`config.mk`:
```
export PLATFORM = sky130hd
export DESIGN_NAME = dt_skeleton
export DESIGN_NICKNAME = d
export VERILOG_FILES = /design/src/rtl/dt_skeleton.sv
export SDC_FILE = /design/constraint.sdc
export NUM_CORES = 1
export LEC_CHECK = 0
export CAP_MARGIN = 25
export CORE_AREA = 2 2 89 134
export DETAILED_ROUTE_END_ITERATION = 16
export DIE_AREA = 0 0 91 136
export PLACE_DENSITY = 0.78
export SYNTH_ARGS = -nofsm -noshare
export SYNTH_HDL_FRONTEND = slang
export SYNTH_SLANG_ARGS = --single-unit
```
`constraint.sdc`:
```
create_clock -name clk -period 4.91 [get_ports clk]
set_input_delay 0.982 -clock clk [delete_from_list [all_inputs] [get_ports clk]]
set_output_delay 0.982 -clock clk [all_outputs]
set_load 0.005 [all_outputs]
```
`src/rtl/dt_skeleton.sv`:
```
// Skeleton extractor: scans the distance map left by the DT stage, marks local maxima,
// packs the marks 16 per word into the skeleton RAM and reports max distance / object count.
module dt_skeleton #(
  parameter int IMG_W = 128,
  parameter int DW    = 8,
  localparam int LW   = $clog2(IMG_W),
  localparam int AW   = 2 * LW,
  localparam int WW   = AW - 4
) (
  input  logic          clk,
  input  logic          reset,
  input  logic          start,
  output logic          res_rd,
  output logic [AW-1:0] res_addr,
  input  logic [DW-1:0] res_di,
  output logic          skl_wr,
  output logic [WW-1:0] skl_addr,
  output logic [15:0]   skl_do,
  output logic [DW-1:0] max_dist,
  output logic [AW-1:0] obj_cnt,
  output logic          done
);

  typedef enum logic [3:0] {
    S_IDLE, S_RD_C, S_CHK_C, S_RD_N, S_RD_W, S_RD_E, S_RD_S, S_CMP, S_SHIFT, S_WRITE, S_FIN
  } state_t;

  state_t        state_q, state_d;
  logic [AW-1:0] idx_q, idx_d;
  logic [14:0]   pack_q, pack_d;
  logic [DW-1:0] c_q, c_d;
  logic          mark_q, mark_d;
  logic [DW-1:0] max_q, max_d;
  logic [AW-1:0] cnt_q, cnt_d;
  logic          done_q, done_d;
  logic          rd_q, rd_d;
  logic [AW-1:0] addr_q, addr_d;
  logic          wr_q, wr_d;
  logic [WW-1:0] waddr_q, waddr_d;
  logic [15:0]   wdo_q, wdo_d;

  logic [LW-1:0] row_q, col_q, row_n, col_n;
  logic          samp_ok, ge, mark_bit;
  logic [DW-1:0] samp;

  assign row_q = idx_q[AW-1:LW];
  assign col_q = idx_q[LW-1:0];
  assign row_n = idx_d[AW-1:LW];
  assign col_n = idx_d[LW-1:0];

  // Data arriving now belongs to the read issued one state earlier; off-image slots read as 0.
  always_comb begin
    case (state_q)
      S_RD_W:  samp_ok = (row_q != '0);
      S_RD_E:  samp_ok = (col_q != '0);
      S_RD_S:  samp_ok = (col_q != '1);
      S_CMP:   samp_ok = (row_q != '1);
      default: samp_ok = 1'b0;
    endcase
    samp     = samp_ok ? res_di : '0;
    ge       = (c_q >= samp);
    mark_bit = (state_q == S_CMP) ? (mark_q & ge) : mark_q;
  end

  always_comb begin
    state_d = state_q;
    idx_d   = idx_q;
    pack_d  = pack_q;
    c_d     = c_q;
    mark_d  = mark_q;
    max_d   = max_q;
    cnt_d   = cnt_q;
    done_d  = done_q;
    wr_d    = 1'b0;
    waddr_d = waddr_q;
    wdo_d   = wdo_q;
    case (state_q)
      S_IDLE, S_FIN: begin
        if (start) begin
          state_d = S_RD_C;
          idx_d   = '0;
          pack_d  = '0;
          max_d   = '0;
          cnt_d   = '0;
          done_d  = 1'b0;
        end
      end
      S_RD_C: state_d = S_CHK_C;
      S_CHK_C: begin
        c_d = res_di;
        if (res_di != '0) begin
          if (cnt_q != '1) cnt_d = cnt_q + AW'(1);
          if (res_di > max_q) max_d = res_di;
          mark_d  = 1'b1;
          state_d = S_RD_N;
        end else begin
          mark_d  = 1'b0;
          state_d = S_SHIFT;
        end
      end
      S_RD_N: state_d = S_RD_W;
      S_RD_W: begin mark_d = mark_q & ge; state_d = S_RD_E; end
      S_RD_E: begin mark_d = mark_q & ge; state_d = S_RD_S; end
      S_RD_S: begin mark_d = mark_q & ge; state_d = S_CMP;  end
      // CMP folds in the shift so an object pixel costs 7 cycles; the 16th mark
      // goes straight into the written word.
      S_CMP, S_SHIFT: begin
        pack_d = {pack_q[13:0], mark_bit};
        if (idx_q[3:0] == 4'hF) begin
          state_d = S_WRITE;
          wr_d    = 1'b1;
          waddr_d = idx_q[AW-1:4];
          wdo_d   = {pack_q, mark_bit};
        end else begin
          idx_d   = idx_q + AW'(1);
          state_d = S_RD_C;
        end
      end
      S_WRITE: begin
        pack_d = '0;
        if (idx_q == '1) begin
          state_d = S_FIN;
          done_d  = 1'b1;
        end else begin
          idx_d   = idx_q + AW'(1);
          state_d = S_RD_C;
        end
      end
      default: state_d = S_IDLE;
    endcase
  end

  // Read strobe/address are registered, so they are derived from the state being entered.
  always_comb begin
    rd_d   = 1'b0;
    addr_d = addr_q;
    case (state_d)
      S_RD_C: begin rd_d = 1'b1;             addr_d = idx_d;                end
      S_RD_N: begin rd_d = (row_n != '0);    addr_d = idx_d - AW'(IMG_W);  end
      S_RD_W: begin rd_d = (col_n != '0);    addr_d = idx_d - AW'(1);      end
      S_RD_E: begin rd_d = (col_n != '1);    addr_d = idx_d + AW'(1);      end
      S_RD_S: begin rd_d = (row_n != '1);    addr_d = idx_d + AW'(IMG_W);  end
      default: rd_d = 1'b0;
    endcase
  end

  always_ff @(posedge clk or negedge reset) begin
    if (!reset) begin
      state_q <= S_IDLE;
      idx_q   <= '0;
      pack_q  <= '0;
      c_q     <= '0;
      mark_q  <= 1'b0;
      max_q   <= '0;
      cnt_q   <= '0;
      done_q  <= 1'b0;
      rd_q    <= 1'b0;
      addr_q  <= '0;
      wr_q    <= 1'b0;
      waddr_q <= '0;
      wdo_q   <= '0;
    end else begin
      state_q <= state_d;
      idx_q   <= idx_d;
      pack_q  <= pack_d;
      c_q     <= c_d;
      mark_q  <= mark_d;
      max_q   <= max_d;
      cnt_q   <= cnt_d;
      done_q  <= done_d;
      rd_q    <= rd_d;
      addr_q  <= addr_d;
      wr_q    <= wr_d;
      waddr_q <= waddr_d;
      wdo_q   <= wdo_d;
    end
  end

  assign res_rd   = rd_q;
  assign res_addr = addr_q;
  assign skl_wr   = wr_q;
  assign skl_addr = waddr_q;
  assign skl_do   = wdo_q;
  assign max_dist = max_q;
  assign obj_cnt  = cnt_q;
  assign done     = done_q;

endmodule
```
Word-level counts from Yosys, hierarchy flattened
Index checks and enable logic that the tools add are counted.
{"block": "word_totals", "out_inout_bits": 65, "word_cells": 99, "reg_bits": 107, "input_bits": 11}
{"block": "op_classes", "bitwise_logic": 1, "n_eq_ne": 27, "n_lt_le_gt_ge": 2, "n_addsub": 6, "muxes": 31, "n_reduce_logical": 19}
{"op": "$mux W14", "count": 6}
{"op": "$pmux W14 S5", "count": 1}
{"op": "$pmux W15 S3", "count": 1}
{"op": "$add A14 B1 Y14 const B", "count": 3}
{"op": "$pmux W14 S3", "count": 1}
{"op": "$pmux W4 S9", "count": 1}
{"op": "$mux W8", "count": 4}
{"op": "$eq A4 B3 Y1 const B", "count": 7}
{"op": "$ne A7 B7 Y1 const B", "count": 4}
{"op": "$pmux W14 S2", "count": 1}
{"op": "$reduce_bool A7 Y1", "count": 4}
{"op": "$eq A4 B4 Y1 const B", "count": 4}
{"op": "$mux W4", "count": 4}
{"op": "$pmux W8 S2", "count": 1}
{"op": "$mux W15", "count": 1}
{"op": "$add A14 B8 Y14 const B", "count": 1}
{"op": "$eq A14 B14 Y1 const B", "count": 1}
{"op": "$ne A14 B14 Y1 const B", "count": 1}
{"op": "$sub A14 B1 Y14 const B", "count": 1}
{"op": "$sub A14 B8 Y14 const B", "count": 1}
{"op": "$eq A4 B2 Y1 const B", "count": 3}
{"op": "$ne A2 B2 Y1 const B", "count": 5}
{"op": "$eq A4 B1 Y1 const B", "count": 2}
{"op": "$ge A8 B8 Y1", "count": 1}
{"op": "16 further kinds", "count": 27}

Longest topological paths before layout
{"block": "depth", "depth_word": 7, "depth_mapped": 20, "mapped_depth_nobuf": 18}

Worst setup path before layout
No wires, ideal clock.
{"block": "synth_timing", "kind": "input -> register", "from": "input res_di[1]", "to": "register addr_q[11], in the netlist res_addr[11]", "stages": 17, "n_path_buf": 0, "setup_slack_ns": 0.367, "setup_ns": 0.136, "t_arrival_ns": 4.408, "cell_sequence": "nor4_1 > a21oi_4 > nor2_2 > o21ai_0 > nor3_1 > nor2_1 > inv_1 > ha_1 > a21o_1 > or3_1 > o21ai_0 > o31a_1 > o21bai_1 > a21o_1 > a31o_2 > xnor2_1 > o21ai_0"}
{"block": "synth_between", "elab_chain_len": 5, "elab_cells_between_ends": 10}
{"item": "start, declared", "line_no": "15", "source": "input logic [DW-1:0] res_di,"}
{"item": "$reduce_bool A8 Y1 *", "line_no": "91", "source": "if (res_di != '0) begin"}
{"item": "$mux W4 *", "line_no": "91"}
{"item": "$pmux W4 S9 *", "line_no": "77", "source": "case (state_q)"}
{"item": "$eq A4 B3 Y1 (tied with other cells)", "line_no": "137", "source": "case (state_d)"}
{"item": "$pmux W14 S5 / $reduce_bool A5 Y1 (equally long branches)"}
{"item": "end signal, assigned", "line_no": "172", "source": "addr_q <= addr_d;"}
{"item": "end, declared", "line_no": "37", "source": "logic [AW-1:0] addr_q, addr_d;"}
Every way passes the cells marked *; elsewhere a longest branch is shown, timed or not.
A chain may end at the register's enable or synchronous reset.

Worst setup path in the final report
{"block": "layout_timing", "from": "register state_q[1]", "to": "register addr_q[13], in the netlist res_addr[13]"}
{"block": "layout_between", "elab_chain_len": 5, "elab_cells_between_ends": 27}
{"item": "start, declared", "line_no": "28", "source": "state_t state_q, state_d;"}
{"item": "start signal, assigned", "line_no": "163", "source": "state_q <= state_d;"}
{"item": "$eq A4 B3 Y1 (tied with other cells)", "line_no": "77"}
{"item": "$reduce_or A2 Y1", "line_no": "77"}
{"item": "$pmux W14 S3 *", "line_no": "77"}
{"item": "net idx_d[9]", "line_no": "29", "source": "logic [AW-1:0] idx_q, idx_d;"}
{"item": "$add A14 B8 Y14 (tied with other cells)", "line_no": "142", "source": "S_RD_S: begin rd_d = (row_n != '1); addr_d = idx_d + AW'(IMG_W); end"}
{"item": "$pmux W14 S5 *", "line_no": "137"}
Mark *: on every way through the listed nets, which the timed path passes. The rest lies on a longest branch.

==> results.cfg <==
[run_status]
status = finished, final reports clean

[sta]
slew_headroom = 0.4353
setup_viol = 0
post-route-period-util = 0.9374
slew_viol_final = 0
min_period_ns = 4.602
fin_ws_ns = 0.3076
final_hold_viol_count = 0
worstMarginPinSlew_ns = 0.8398
fmax_ghz = 0.2173
skew_ns = 0.006473
rsz0062_at_grt = no

[detailed_routing]
wl_per_cell_um = 17.81
drt_iter0_drc = 302
vias_per_cell = 6.074
route.vias.total = 5309
wirelength_mm = 15.57
dr.pass1.iters = 6
postRouteAntennaNets = 0
drc_errors = 0

[global_routing]
grt_pass1_vias = 5246
grt_antenna_before_repair = 0
grt_pass1_wl_mm = 25.59
gr-total-overflow = 0
grt.total_usage = 0.2563
grt_max_degree = 82

[logic_synthesis]
ys_ff_latch = 107
synth_cells = 625
synth_area_leaders = dfrtp_1 43%, ha_1 7.3%, mux2_2 4.7%
ys.warnings.count = 0
synth.distinct_cells = 75
post_synth.cell_area_avg_um2 = 9.934
synth_top_cells_by_count = 107 x dfrtp_1, 68 x nand2_1, 40 x o21ai_0
yosysTopAreaCellShare = 0.4313
ys.flop_type = dfrtp_1
synth_nets = 674
synthArstFlopShare = 1.000
yosysMostFrequentCell = dfrtp_1
synth-edff-count = 0
synth_area_um2 = 6208
yosys.area.top_type = dfrtp_1
yosysSeqAreaShare = 0.4313

[worst_setup_path]
cp-startpoint = state_q[1]$_DFF_PN0_
r2r_cells = 17
worst-r2r-setup-slack_ns = 0.31
worstSetupEndpointType = flop
arrival_ns = 4.85
rr_startpoint = state_q[1]$_DFF_PN0_
path_class = flop to flop
cp-endpoint = res_addr[13]$_DFFE_PN0P_
worstPathRequired_ns = 5.15
r2r_end = res_addr[13]$_DFFE_PN0P_
start_kind = flop
path_max_fanout = 17

[die]
die_w_um = 91
io_pins = 76
core-area_um2 = 11290
design.die.area_um2 = 12380
die_y_um = 136
rows = 48
initial_core_util = 0.5499

[placed_design]
pre_cts_ws_ns = -0.1365
finalWeightedCongestion = 0.9138
placed_cells = 857
hpwlAfterDp_mm = 11.59
numPortBuffers = 75

[clock_tree]
clkTransAtPathRegs_ns = 0.08
cts_hold_buf = 0
cts_root_buf = clkbuf_16
insertion_delay_ns = 0.35
htree_levels = 3
cts_buffers = 9
cts_buffer_depth = 2
cts.sinks = 107
cts_tree = built

[power_and_ir_drop]
p_leak_nw = 3.488
vdd.ir_drop.worst_mv = 0.5041
power.density_nw_per_um2 = 607.3

[final_layout]
stdcell_count = 874
fin_nets = 768
drive_gt1_frac = 0.1354
syn_to_final_growth_pct = 22.63
antenna_cells = 0

[min_path]
hold_path_class = primary input to async pin

[job]
maxCapViolations = 0
through the flow:
step / utilization / area, um^2 / setup TNS [ns] / hold slack [ns] / power, mW
floorplan: - / 6208 / 0 / 0.4498 / 3.042
global placement: 0.6431 / 7261 / 0 / 0.4688 / 3.747
detailed placement: 0.6431 / 7261 / -0.2505 / 0.4736 / 3.847
CTS: 0.6707 / 7572 / 0 / 0.4925 / 4.616
global route: 0.6743 / 7614 / 0 / 0.4778 / 4.988
finish: 0.6743 / 7614 / 0 / 0.4819 / 4.623
worst min-delay path by stage:
stage                       start                 endpoint  slack [ns]  cells after the start
3_3_place_gp   c_q[4]$_DFFE_PN0P_       c_q[4]$_DFFE_PN0P_        0.47                      2
5_1_grt                     reset  max_dist[6]$_DFFE_PN0P_        0.48                      1
3_5_place_dp   c_q[2]$_DFFE_PN0P_       c_q[2]$_DFFE_PN0P_        0.47                      2
6_report                    reset  max_dist[6]$_DFFE_PN0P_        0.48                      1
4_1_cts        c_q[0]$_DFFE_PN0P_       c_q[0]$_DFFE_PN0P_        0.49                      2
2_1_floorplan  c_q[0]$_DFFE_PN0P_       c_q[0]$_DFFE_PN0P_        0.45                      2
routing by layer:
metal,wire [um],track usage,vias up
met5,0,0,-
met4,434,0.1010,0
met3,554,0.03492,42
met2,8435,0.4630,159
met1,6141,0.3086,2639
li1,-,-,2469
cell usage in the layout, fill, tap and decap left out, types with 15 or more instances in the layout:
cell               n
xor2_1            16
dfrtp_1          107
mux2_2            26
clkdlybuf4s50_1   74
nand4_1           15
a22o_1            15
inv_1             24
o21ai_0           40
a21oi_1           37
buf_4             31
nand2_1           68
nand3_1           17
a21o_1            17
nor2_1            38
ha_1              36
cell families (layout without fill, tap and decap cells):
kind of cell | Yosys count | after routing | synth area share
AO/OA/AOI/OAI | 169 | 169 | 0.1894
adder cells (fa/ha/maj) | 38 | 38 | 0.07900
buffers and inverters | 47 | 146 | 0.03204
AND/OR/NAND/NOR | 202 | 202 | 0.1665
multiplexers | 35 | 35 | 0.06368
flip-flops | 107 | 107 | 0.4313
XOR/XNOR | 27 | 27 | 0.03809
state kept, by name, summed over array words and instances, names as in the netlist:
signal / flops
c_q: 8
done: 1
idx_q: 14
mark_q: 1
max_dist: 8
obj_cnt: 14
pack_q: 15
res_addr: 14
res_rd: 1
skl_addr: 10
skl_do: 16
skl_wr: 1
state_q: 4
timing repair:
action	4_1_cts	5_1_grt
gates resized for setup	0	3
endpoints found under the setup margin	0	6
buffers inserted	0	0
cell type report:
class,instances,area (um^2)
fill,948,3677
multi-input combinational,471,3346
sequential,107,2678
timing repair buffer,106,1001
clock buffer,10,239.0
tap,150,187.7
inverter,24,90.09
clock inverter,6,72.57
power by group:
group | internal [mW] | leakage, nW | switching, mW
Combinational | 1.19 | 1.90 | 1.41
Sequential | 1.08 | 1.43 | 0.182
Clock | 0.416 | 0.155 | 0.336
critical path, cell delays in order (launching register included):
cell       delay (ns)
dfrtp_1          0.59
nand4bb_1        0.47
nor4_2           0.40
o21ai_1          0.28
nand2_1          0.17
buf_4            0.18
o21ai_0          0.11
o21ai_1          0.30
ha_1             0.37
a21o_1           0.20
a21oi_1          0.22
o21bai_1         0.10
a21oi_1          0.29
a21oi_1          0.12
mux2i_1          0.23
a21o_1           0.15
a21oi_1          0.04
a211oi_1         0.27
(Power assumes the default switching activity.)
